$ cat src/rtl/shift_defs.sv
// Shared shifter definitions: FSM state codes and default datapath widths,
// reused by the left-shift and ALU blocks.
package shift_defs;

    localparam int unsigned DEF_DATA_W  = 32;
    localparam int unsigned DEF_SHAMT_W = 5;

    typedef enum logic [1:0] {
        S_IDLE  = 2'd0,
        S_SHIFT = 2'd1,
        S_DONE  = 2'd2
    } state_e;

endpackage : shift_defs

$ cat src/rtl/shift_right_seq.sv
// Iterative right shifter (SRL/SRA), one bit position per clock, with a
// start/busy/done handshake so a multi-cycle controller can stall on it.
//   clk_i    : clock, rising edge
//   rst_i    : synchronous active-low reset
//   start_i  : request; accepted in IDLE or DONE
//   data_i   : operand, captured on accept
//   shamt_i  : shift amount, captured on accept
//   arith_i  : 1 = sign fill (SRA), 0 = zero fill (SRL), captured on accept
//   busy_o   : high while shifting
//   done_o   : one-cycle pulse with the result valid
//   data_o   : result, held until the next accept
module shift_right_seq
    import shift_defs::*;
#(
    parameter int unsigned DATA_W  = DEF_DATA_W,
    parameter int unsigned SHAMT_W = DEF_SHAMT_W
) (
    input  logic               clk_i,
    input  logic               rst_i,
    input  logic               start_i,
    input  logic [DATA_W-1:0]  data_i,
    input  logic [SHAMT_W-1:0] shamt_i,
    input  logic               arith_i,
    output logic               busy_o,
    output logic               done_o,
    output logic [DATA_W-1:0]  data_o
);

    // One extra bit so the counter can hold DATA_W itself after clamping.
    localparam int unsigned CNT_W = SHAMT_W + 1;

    state_e             state_q, state_d;
    logic [DATA_W-1:0]  sh_q, sh_d;
    logic [CNT_W-1:0]   cnt_q, cnt_d;
    logic               fill_q, fill_d;
    logic               accept;

    // State, shift register, counter and fill bit
    always_ff @(posedge clk_i) begin
        if (!rst_i) begin
            state_q <= S_IDLE;
            sh_q    <= '0;
            cnt_q   <= '0;
            fill_q  <= 1'b0;
        end else begin
            state_q <= state_d;
            sh_q    <= sh_d;
            cnt_q   <= cnt_d;
            fill_q  <= fill_d;
        end
    end

    // Next-state and datapath update
    always_comb begin
        state_d = state_q;
        sh_d    = sh_q;
        cnt_d   = cnt_q;
        fill_d  = fill_q;
        accept  = 1'b0;

        case (state_q)
            S_IDLE, S_DONE: begin
                state_d = S_IDLE;
                accept  = start_i;
            end
            S_SHIFT: begin
                sh_d  = {fill_q, sh_q[DATA_W-1:1]};
                cnt_d = cnt_q - CNT_W'(1);
                if (cnt_q == CNT_W'(1)) begin
                    state_d = S_DONE;
                end
            end
            default: state_d = S_IDLE;
        endcase

        if (accept) begin
            sh_d   = data_i;
            fill_d = arith_i & data_i[DATA_W-1];
            // Shifting DATA_W times already gives all-fill; more is pointless.
            if (CNT_W'(shamt_i) >= CNT_W'(DATA_W)) begin
                cnt_d = CNT_W'(DATA_W);
            end else begin
                cnt_d = CNT_W'(shamt_i);
            end
            state_d = (shamt_i == '0) ? S_DONE : S_SHIFT;
        end
    end

    // Outputs are straight decodes of registered state
    assign busy_o = (state_q == S_SHIFT);
    assign done_o = (state_q == S_DONE);
    assign data_o = sh_q;

endmodule : shift_right_seq

$ cat config.mk
export PLATFORM = sky130hd
export DESIGN_NAME = shift_right_seq
export DESIGN_NICKNAME = d
export VERILOG_FILES = /design/src/rtl/shift_defs.sv /design/src/rtl/shift_right_seq.sv
export SDC_FILE = /design/constraint.sdc
export NUM_CORES = 1
export LEC_CHECK = 0
export BUFFER_PORTS_ARGS = -buffer_cell sky130_fd_sc_hd__buf_2
export CORE_MARGIN = 2
export CORE_UTILIZATION = 42
export DETAILED_ROUTE_END_ITERATION = 8
export GPL_TIMING_DRIVEN = 0
export MAX_ROUTING_LAYER = met4
export PLACE_DENSITY = 0.74
export SYNTH_ARGS = -nofsm -noshare
export SYNTH_HDL_FRONTEND = slang
export SYNTH_SLANG_ARGS = --single-unit
export TNS_END_PERCENT = 5
$ cat constraint.sdc
create_clock -name clk_i -period 1.4 [get_ports clk_i]
set_input_delay 0.28 -clock clk_i [delete_from_list [all_inputs] [get_ports clk_i]]
set_output_delay 0.28 -clock clk_i [all_outputs]
set_load 0.01 [all_outputs]
==> impl_metrics.json <==
{
  "worst_slew_pin_slew_ps": 520,
  "ios": 75,
  "die_height_um": 68.2,
  "finalSetupViolCount": 3,
  "dp_cells": 322,
  "htreeDepth": 2,
  "crit_family": "simple AND/OR/NAND/NOR gates",
  "p_leak_nw": 1.04,
  "hold_class": "input pin to flop",
  "finalHoldViolCount": 0,
  "finish.utilization_pct": 59.1,
  "crit_chain": "buf_4, or4b_4, or3_1, a211oi_2",
  "min_path_cells": 3,
  "vias": 1846,
  "ys_types": 27,
  "violations": "negative setup slack",
  "arrival_ps": 1810,
  "final_cell_mix": "buf_2, a21oi_1, dfxtp_1",
  "rows": 23,
  "endpoint_kind": "flop",
  "syn_area_um2": 1730,
  "totalWireLength_mm": 4.51,
  "maxCapViolCount": 0,
  "final_cell_count_no_fill": 334,
  "drt-initial-drc-count": 153,
  "area_growth_pct": 35.8,
  "crit_path_start_kind": "flop",
  "core_um2": 3970,
  "maxSlewHeadroom_pct": 65.3,
  "post-dp-hpwl_mm": 3.11,
  "fin_ws_ps": -197,
  "clock_skew_ps": 7.62,
  "multi_input_area_um2": 821,
  "vdd_ir_drop_max_mv": 0.733,
  "n_fill_cell": 385,
  "drive_gt1_share_pct": 36.3,
  "die_width_um": 68.2,
  "die-area_um2": 4650,
  "wl_per_cell_um": 13.5,
  "required_ps": 1610,
  "power.density_nw_per_um2": 1180,
  "first_pass_iters": 4,
  "vias_per_cell": 5.53,
  "ant_nets": 0,
  "yosysWarnings": 0,
  "diodes": 0,
  "r2r_setup_slack_ps": -200,
  "grt_max_degree": 13,
  "outcome": "finished with violations",
  "worstPathMaxFanout": 5,
  "first_global_vias": 1458,
  "period_needed_ps": 1600,
  "antenna_found_initial": 0,
  "period_share_pct": 114,
  "cts_tree": "built",
  "post_synth.cell_area_avg_um2": 8.73,
  "synth_seq_cells": 41,
  "seq_area_frac_synth_pct": 47.5,
  "initial_utilization_pct": 43.5,
  "cts_sinks": 41,
  "cp_slowest_cell": "or4b_4",
  "grt_setup_unrepaired": "true",
  "clock_path_buffers": 2,
  "cpPeakStageDelay_ps": 470,
  "reg2reg_from": "state_q[0]$_SDFFE_PN0P_",
  "insertion_delay_ps": 300,
  "clk_pin_slew_ps": 80,
  "grtUsageTotal_pct": 20.0,
  "final_common_cell": "buf_2",
  "gp_congestion": 0.848,
  "grt_pass1_wl_mm": 6.64,
  "nets": 326,
  "hp-start": "data_i[30]",
  "syn-instance-count": 198,
  "numCtsBuffers": 5,
  "rr_worst_depth": 4,
  "synth_fp_nets": 241,
  "drv_slew": 0,
  "path_buf_inv": 1,
  "root_buffer": "clkbuf_8",
  "worstReg2RegEnd": "cnt_q[5]$_SDFFE_PP0P_",
  "hold_end": "data_o[30]$_SDFFE_PN0P_",
  "ff_latch_area_um2": 823,
  "grt_remaining_overflow": 0,
  "io_buffers": 74,
  "fmax_ghz": 0.626,
  "path_class": "flop to flop",
  "remaining_drc_errors": 0
}
## worst max path at each step
stage / start / end / cells past startpoint
floorplan: state_q[1]$_SDFFE_PN0P_ / cnt_q[5]$_SDFFE_PP0P_ / 3
global placement: state_q[0]$_SDFFE_PN0P_ / data_o[19]$_SDFFE_PN0P_ / 6
finish: state_q[0]$_SDFFE_PN0P_ / cnt_q[5]$_SDFFE_PP0P_ / 4
detailed placement: state_q[0]$_SDFFE_PN0P_ / data_o[19]$_SDFFE_PN0P_ / 6
CTS: state_q[0]$_SDFFE_PN0P_ / cnt_q[5]$_SDFFE_PP0P_ / 4
global route: state_q[0]$_SDFFE_PN0P_ / cnt_q[5]$_SDFFE_PP0P_ / 4
## power breakdown
part           switching, mW  internal, mW  total [mW]  leakage [nW]
logic                  0.334         0.271       0.606         0.647
clock network          0.390         0.445       0.835        0.0542
registers             0.0711          1.27        1.34         0.338
total                  0.795          1.98        2.78          1.04
## area by class of cell
cell class / count / share of cell area (%)
sequential: 41 / 35.1
tap: 50 / 2.66
timing repair buffer: 78 / 17.3
buffer: 19 / 4.53
clock buffer: 7 / 4.10
clock inverter: 1 / 0.213
inverter: 4 / 1.17
multi-input combinational: 134 / 34.9
## metrics by stage
step           total power [mW]  hold slack, ps  setup slack (ps)  cell area (um^2)  setup TNS [ps]
2_1_floorplan              1.70             432             -36.2              1730           -36.2
3_3_place_gp               1.91             440              -261              2160           -7540
3_5_place_dp               1.92             451              -286              2160           -8180
4_1_cts                    2.77             253              -143              2320            -315
5_1_grt                    2.93             269              -223              2350           -1950
6_report                   2.78             253              -197              2350            -349
## cell usage after synthesis
master | number | area share (%)
dfxtp_1 | 41 | 47
and3_1 | 1 | 0.36
clkbuf_1 | 13 | 2.8
ha_1 | 2 | 1.4
or2b_1 | 1 | 0.43
a31oi_1 | 1 | 0.36
nand3_1 | 36 | 10
a21oi_1 | 39 | 11
o211ai_1 | 1 | 0.43
o21ai_0 | 3 | 0.87
a2bb2oi_1 | 2 | 1.0
or4_1 | 1 | 0.43
and2b_1 | 1 | 0.43
a22oi_1 | 33 | 14
o2bb2a_1 | 1 | 0.58
nand2b_1 | 2 | 0.72
o311ai_0 | 1 | 0.51
inv_1 | 3 | 0.65
nand3b_1 | 1 | 0.43
or4b_4 | 1 | 0.80
nand2_1 | 2 | 0.43
nor2b_1 | 1 | 0.36
clkinv_1 | 1 | 0.22
buf_1 | 1 | 0.22
buf_2 | 5 | 1.4
a211oi_1 | 1 | 0.43
or3_1 | 3 | 1.1
## cells by family after synthesis
family          synth area share (%)
flops                           47.5
buf+inv                         5.35
compound gates                  29.8
simple gates                    15.9
fa+ha+maj                       1.45
## worst register-to-register path, cell delays in order (launching register included)
cell      delay [ps]
dfxtp_2          330
buf_4            120
or4b_4           470
or3_1            390
a211oi_2         200
## flip-flops by register name (all words and copies together), names as in the netlist
signal	cells
data_o	32
fill_q	1
cnt_q	6
state_q	2
## what timing repair did
action                     CTS  global route
setup endpoints to repair   40            36
hold buffers                 0             0
setup buffers                2             2
gates resized for setup     16             9
## routing by layer
| layer | track usage, % | vias to the layer above | routed length (um) |
|---|---|---|---|
| met3 | 4.44 | 7 | 309 |
| met2 | 29.4 | 69 | 2060 |
| met1 | 26.3 | 857 | 2050 |
| met5 | - | - | 0 |
| li1 | - | 913 | - |
| met4 | 9.00 | 0 | 84 |
Power figures use the tool's default switching activity.
